### src/rtl/seq_muldiv_if.sv
// Handshake and operand/result bundle for seq_muldiv_unit.
// Optional port sgn exists only when MDU_SIGNED_EN is defined.
interface seq_muldiv_if #(
   parameter int unsigned WIDTH = 32
);
   logic             start;
   logic [1:0]       op;
   logic [WIDTH-1:0] a;
   logic [WIDTH-1:0] b;
`ifdef MDU_SIGNED_EN
   logic             sgn;
`endif
   logic             ready;
   logic             busy;
   logic             done;
   logic [WIDTH-1:0] result;
   logic [1:0]       flags;
   logic             dbz;

`ifdef MDU_SIGNED_EN
   modport master (output start, op, a, b, sgn,
                   input  ready, busy, done, result, flags, dbz);
   modport slave  (input  start, op, a, b, sgn,
                   output ready, busy, done, result, flags, dbz);
`else
   modport master (output start, op, a, b,
                   input  ready, busy, done, result, flags, dbz);
   modport slave  (input  start, op, a, b,
                   output ready, busy, done, result, flags, dbz);
`endif
endinterface

### src/rtl/seq_muldiv_unit.sv
// Iterative multiply/divide unit: MULL, MULH, DIV, REM, one bit per cycle.
// Shift-add multiply and restoring divide share one WIDTH+WIDTH accumulator.
// Optional signed support is enabled by defining MDU_SIGNED_EN.
module seq_muldiv_unit #(
   parameter int unsigned WIDTH = 32
) (
   input logic          clk,
   input logic          rst_n,
   seq_muldiv_if.slave  bus
);
   localparam int unsigned CNT_W = $clog2(WIDTH + 1);

   typedef enum logic [1:0] {S_IDLE, S_RUN, S_DONE} state_e;

   state_e             state;
   logic [CNT_W-1:0]   cnt;
   logic [1:0]         op_r;
   logic [WIDTH-1:0]   opnd_b;
   logic [WIDTH-1:0]   acc_hi;
   logic [WIDTH-1:0]   acc_lo;
   logic               neg_q;
   logic               neg_r;
   logic               dbz_pend;

   logic               sa_c;
   logic               sb_c;
   logic [WIDTH-1:0]   mag_a_c;
   logic [WIDTH-1:0]   mag_b_c;
   logic               div_zero_c;

   logic [WIDTH:0]     mul_sum_c;
   logic [WIDTH-1:0]   mul_hi_c;
   logic [WIDTH-1:0]   mul_lo_c;
   logic [WIDTH:0]     div_sh_c;
   logic [WIDTH:0]     div_diff_c;
   logic [WIDTH-1:0]   div_hi_c;
   logic [WIDTH-1:0]   div_lo_c;

   logic [2*WIDTH-1:0] prod_c;
   logic [2*WIDTH-1:0] prod_fix_c;
   logic [WIDTH-1:0]   quo_fix_c;
   logic [WIDTH-1:0]   rem_fix_c;
   logic [WIDTH-1:0]   res_c;

   // Operand signs and magnitudes taken at acceptance
`ifdef MDU_SIGNED_EN
   always_comb begin
      sa_c    = bus.sgn & bus.a[WIDTH-1];
      sb_c    = bus.sgn & bus.b[WIDTH-1];
      mag_a_c = sa_c ? (-bus.a) : bus.a;
      mag_b_c = sb_c ? (-bus.b) : bus.b;
   end
`else
   always_comb begin
      sa_c    = 1'b0;
      sb_c    = 1'b0;
      mag_a_c = bus.a;
      mag_b_c = bus.b;
   end
`endif

   assign div_zero_c = bus.op[1] & (bus.b == '0);

   // One shift-add / restoring-divide step on the accumulator
   always_comb begin
      mul_sum_c  = {1'b0, acc_hi} + (acc_lo[0] ? {1'b0, opnd_b} : (WIDTH+1)'(0));
      mul_hi_c   = mul_sum_c[WIDTH:1];
      mul_lo_c   = {mul_sum_c[0], acc_lo[WIDTH-1:1]};
      div_sh_c   = {acc_hi, acc_lo[WIDTH-1]};
      div_diff_c = div_sh_c - {1'b0, opnd_b};
      div_hi_c   = div_diff_c[WIDTH] ? div_sh_c[WIDTH-1:0] : div_diff_c[WIDTH-1:0];
      div_lo_c   = {acc_lo[WIDTH-2:0], ~div_diff_c[WIDTH]};
   end

   // Sign correction and final result select, applied on the DONE entry edge
   always_comb begin
      prod_c     = {acc_hi, acc_lo};
      prod_fix_c = neg_q ? (-prod_c) : prod_c;
      quo_fix_c  = neg_q ? (-acc_lo) : acc_lo;
      rem_fix_c  = neg_r ? (-acc_hi) : acc_hi;
      case (op_r)
         2'b00:   res_c = prod_fix_c[WIDTH-1:0];
         2'b01:   res_c = prod_fix_c[2*WIDTH-1:WIDTH];
         2'b10:   res_c = quo_fix_c;
         default: res_c = rem_fix_c;
      endcase
   end

   // Control FSM, datapath registers and registered outputs
   always_ff @(posedge clk or negedge rst_n) begin
      if (!rst_n) begin
         state      <= S_IDLE;
         cnt        <= '0;
         op_r       <= '0;
         opnd_b     <= '0;
         acc_hi     <= '0;
         acc_lo     <= '0;
         neg_q      <= 1'b0;
         neg_r      <= 1'b0;
         dbz_pend   <= 1'b0;
         bus.ready  <= 1'b1;
         bus.busy   <= 1'b0;
         bus.done   <= 1'b0;
         bus.result <= '0;
         bus.flags  <= 2'b10;
         bus.dbz    <= 1'b0;
      end else begin
         case (state)
            S_IDLE: begin
               if (bus.start) begin
                  state     <= S_RUN;
                  op_r      <= bus.op;
                  bus.ready <= 1'b0;
                  bus.busy  <= 1'b1;
                  if (div_zero_c) begin
                     // Zero-length run: result preloaded, no sign correction
                     cnt      <= '0;
                     acc_hi   <= bus.a;
                     acc_lo   <= '1;
                     opnd_b   <= bus.b;
                     neg_q    <= 1'b0;
                     neg_r    <= 1'b0;
                     dbz_pend <= 1'b1;
                  end else begin
                     cnt      <= CNT_W'(WIDTH);
                     acc_hi   <= '0;
                     acc_lo   <= bus.op[1] ? mag_a_c : mag_b_c;
                     opnd_b   <= bus.op[1] ? mag_b_c : mag_a_c;
                     neg_q    <= sa_c ^ sb_c;
                     neg_r    <= sa_c;
                     dbz_pend <= 1'b0;
                  end
               end
            end
            S_RUN: begin
               if (cnt != '0) begin
                  cnt <= cnt - CNT_W'(1);
                  if (op_r[1]) begin
                     acc_hi <= div_hi_c;
                     acc_lo <= div_lo_c;
                  end else begin
                     acc_hi <= mul_hi_c;
                     acc_lo <= mul_lo_c;
                  end
               end else begin
                  state      <= S_DONE;
                  bus.done   <= 1'b1;
                  bus.result <= res_c;
                  bus.flags  <= {(res_c == '0), res_c[WIDTH-1]};
                  bus.dbz    <= dbz_pend;
               end
            end
            S_DONE: begin
               state     <= S_IDLE;
               bus.done  <= 1'b0;
               bus.busy  <= 1'b0;
               bus.ready <= 1'b1;
            end
            default: state <= S_IDLE;
         endcase
      end
   end
endmodule
### src/flat_wrapper.sv
// flat-port wrapper written by rule: the top's interface ports become plain ports
module seq_muldiv_unit_flat 
#(
   parameter int unsigned WIDTH = 32
)
  (clk, rst_n, bus_start, bus_op, bus_a, bus_b, bus_ready, bus_busy, bus_done, bus_result, bus_flags, bus_dbz);
  seq_muldiv_if #(.WIDTH(WIDTH)) bus_i ();
  input logic clk;
  input logic rst_n;
  input wire logic [$bits(bus_i.start)-1:0] bus_start;
  input wire logic [$bits(bus_i.op)-1:0] bus_op;
  input wire logic [$bits(bus_i.a)-1:0] bus_a;
  input wire logic [$bits(bus_i.b)-1:0] bus_b;
  output wire logic [$bits(bus_i.ready)-1:0] bus_ready;
  output wire logic [$bits(bus_i.busy)-1:0] bus_busy;
  output wire logic [$bits(bus_i.done)-1:0] bus_done;
  output wire logic [$bits(bus_i.result)-1:0] bus_result;
  output wire logic [$bits(bus_i.flags)-1:0] bus_flags;
  output wire logic [$bits(bus_i.dbz)-1:0] bus_dbz;
  assign bus_i.start = bus_start;
  assign bus_i.op = bus_op;
  assign bus_i.a = bus_a;
  assign bus_i.b = bus_b;
  assign bus_ready = bus_i.ready;
  assign bus_busy = bus_i.busy;
  assign bus_done = bus_i.done;
  assign bus_result = bus_i.result;
  assign bus_flags = bus_i.flags;
  assign bus_dbz = bus_i.dbz;
  seq_muldiv_unit #(.WIDTH(WIDTH)) u_core (.clk(clk), .rst_n(rst_n), .bus(bus_i));
endmodule
### config.mk
export PLATFORM = sky130hd
export DESIGN_NAME = seq_muldiv_unit_flat
export DESIGN_NICKNAME = d
export VERILOG_FILES = /design/src/rtl/seq_muldiv_if.sv /design/src/rtl/seq_muldiv_unit.sv /design/src/flat_wrapper.sv
export SDC_FILE = /design/constraint.sdc
export NUM_CORES = 1
export LEC_CHECK = 0
export ABC_AREA = 1
export CELL_PAD_IN_SITES_DETAIL_PLACEMENT = 0
export CELL_PAD_IN_SITES_GLOBAL_PLACEMENT = 1
export CORE_MARGIN = 1
export CORE_UTILIZATION = 45
export DETAILED_ROUTE_END_ITERATION = 8
export DONT_BUFFER_PORTS = 1
export PLACE_DENSITY_LB_ADDON = 0.1
export SLEW_MARGIN = 30
export SYNTH_ARGS = -nofsm -noshare
export SYNTH_HDL_FRONTEND = slang
export SYNTH_SLANG_ARGS = --single-unit
### constraint.sdc
create_clock -name clk -period 3 [get_ports clk]
set_input_delay 0.3 -clock clk [delete_from_list [all_inputs] [get_ports clk]]
set_output_delay 0.3 -clock clk [all_outputs]
set_load 0.05 [all_outputs]
==> run summary <==
Cell mode on critical path: nand2_4
TritonRoute pass-1 iters: 5
RePlAce Congestion: 1.004
Critical-path top delay cell: fa_1
Yosys warnings: 0
Reg clk slew, reported paths: 70 ps
Average routed wire per standard cell: 20.37 um
Number of clock buffers inserted by TritonCTS: 17
Hold Buf Count CTS: 14
Highest metal used: met5
Total gr overflow: 0
Top delay family on crit path: simple AND/OR/NAND/NOR gates
DR vias/cell: 5.422
Crit path buf inv count: 3
Final Setup Violations: 0
Slew Limit Fails: 0
DRC: 0
Initial DRC count: 1523
Avg Synthesized Cell Area: 5.811 um2
Worst rel slew slack: 0.3968
Met3 Routed Length: 5.242 mm
RSZ-0062 raised after global routing: false
Sequential share of the synthesized area: 0.2638
Clock Skews: 16.70 ps
Setup TNS: 0 ps
Final number of hold-violating endpoints: 144
Post-synthesis cell count: 2352
Cell Chain, Critical Path: inv_1, ha_1, fa_1, inv_1, nand3_1, nand2_2, nand2_2, nand2_4, nand2_2, nand2_4, nand2_4, nand2_4, nand2_4, nand2_8, buf_12, nand2_1, nand3_2, nand2_1, nand2_1, nand2_1
Min cycle time layout: 2787 ps
Area delta synth->final: 9.008%
Initial Util: 0.4587
Synth Register Bits: 144
Fmax: 358.9 MHz
Cell variety after synth: 41
Area share of the largest cell type after synthesis: 0.2600
Met2 routed WL: 24.49 mm
Post-DP HPWL: 44.16 mm
Vias in the first global route: 13920
Top cells by count, synth: nand2_1 (909), inv_1 (391), o21ai_0 (183), nor2_1 (171), dfrtp_1 (142)
CP max FO: 23
FFs w/ async S/R, synth: 1.000
Final Cycle Share: 0.9288
FP Rows: 63
Die width: 176.3 um
Final #Nets: 2478
Worst-Skew Late Latency: 460 ps
Core area: 29800 um2
Violated checks: hold timing
CTS tree: done
Largest net degree at the start of global routing: 145
Layout cells sized above 1: 0.05607
Antenna viol nets, final: 0
Overall Global Routing Usage: 0.3640
Die area: 31070 um2
Critical path origin: u_core.acc_lo[31]
Slack of the critical path: 213.5 ps
Critical path data required time: 3340 ps
Worst Tran Pin Value: 904.8 ps
Overall routed net length: 55.89 mm
Final hold slack: -462.1 ps
Die Y: 176.3 um
Outcome: finished with violations
PortBufs: 0
Startpoint types: flip-flop
CP endpoint kind: flip-flop
Primary FF master, synth: dfrtp_1
Critical path type: flip-flop to flip-flop
Cell taking the most area after synthesis: dfrtp_1
Synth top area cells: dfrtp_1 (26%), nand2_1 (25%), inv_1 (11%), o21ai_0 (6.7%), ha_1 (6.0%)
H-tree depth: 4
Number of flops mapped to enable cells by yosys: 0
CP max stage delay: 420 ps
Mapped cell area: 13670 um2
CP arrival: 3130 ps
Clk Tree Root Cell: clkbuf_16
HP Class: input pin to asynchronous set/reset pin
Worst Setup Slack post-DPL: 149.8 ps
Met1 Routed Length: 24.13 mm
Ports: 107
Reg2reg start: u_core.acc_lo[31]
Synth Net Count: 2489
Maxcap violations: 0
First-pass GRT wire length: 83.50 mm
Clk buf depth: 2
Initial antenna violation count: 1
Vias: 14880
CTS Sinks: 144
Number of diodes: 0
Most frequent cell after synthesis: nand2_1
Final Util: 0.5000
flip-flops by register name, indices dropped and copies added (netlist names):
signal             count
u_core.state           2
u_core.bus.flags       2
u_core.bus.ready       1
u_core.bus.result     31
u_core.cnt             6
u_core.bus.done        1
u_core.opnd_b         32
u_core.bus.busy        1
u_core.acc_lo         32
u_core.op_r            2
u_core.bus.dbz         1
u_core.acc_hi         32
u_core.dbz_pend        1
final cells by class:
type / instances / area [um2]
Clock buffer: 19 / 432.9
Sequential cell: 144 / 3607
Fill cell: 3291 / 14900
Multi-Input combinational cell: 1721 / 8209
Tap cell: 390 / 488.0
Clock inverter: 13 / 151.4
Timing Repair Buffer: 55 / 501.7
Inverter: 402 / 1509
repair_timing:
action,4_1_cts,5_1_grt
hold endpoints to repair,158,144
setup endpoints to repair,0,4
gates resized for setup,0,4
setup buffers,0,0
worst reg2reg max path, cell delays in order, from the launching register on:
cell     delay, ps
dfrtp_1        380
inv_1          110
ha_1           250
fa_1           420
inv_1          100
nand3_1         80
nand2_2        120
nand2_2         70
nand2_4         90
nand2_2         70
nand2_4         80
nand2_4         70
nand2_4         70
nand2_4         80
nand2_8        120
buf_12         180
nand2_1        140
nand3_2         70
nand2_1         60
nand2_1         50
nand2_1         50
worst paths after layout:
kind                                endpoint  slack [ps]  depth (start not counted)
setup / recovery           u_core.acc_hi[16]         210                         20
hold reg to reg                u_core.cnt[0]         500                          1
setup reg to reg           u_core.acc_hi[16]         210                         20
max in group asynchronous   u_core.bus.ready        3180                          0
min in group clk           u_core.opnd_b[30]          10                          2
hold / removal              u_core.acc_lo[8]        -460                          0
kinds of logic (layout without fill, tap and decap cells):
group	count (synthesis)	count (layout)	synth area share
flops	144	144	0.2638
mux	3	3	0.002197
xor+xnor	15	15	0.009612
simple gates	1273	1273	0.3806
compound gates	362	362	0.1421
buf+inv	487	489	0.1383
fa+ha+maj	68	68	0.06335
through the flow:
step / hold slack, ps / cells / cell area (um2)
2_1_floorplan: 4.409 / 2352 / 13670
3_3_place_gp: 7.165 / 2698 / 14150
3_5_place_dp: 7.849 / 2698 / 14150
4_1_cts: -474.6 / 2744 / 14870
5_1_grt: -472.1 / 2744 / 14900
6_report: -462.1 / 2744 / 14900
cells in the final DEF, fill, tap and decap left out, drive strengths merged, types with 14 or more instances in the layout:
cell,Yosys,final
o21ai,184,184
nand4,25,25
ha,66,66
nor3,17,17
clkbuf,64,19
dfrtp,142,142
buf,21,41
nor2,172,172
a21oi,131,131
nand3,108,108
dlygate4sd3,0,14
nand2,935,935
inv,402,407
o211ai,31,31
per-layer routing:
metal,up-vias,global-route usage
met5,-,0
met3,93,0.08183
met4,4,0.1493
li1,7273,-
met2,648,0.5655
met1,6860,0.4853
Power is not shown: default switching activity piles up to over one toggle a cycle in this logic, so the estimate is an artifact.
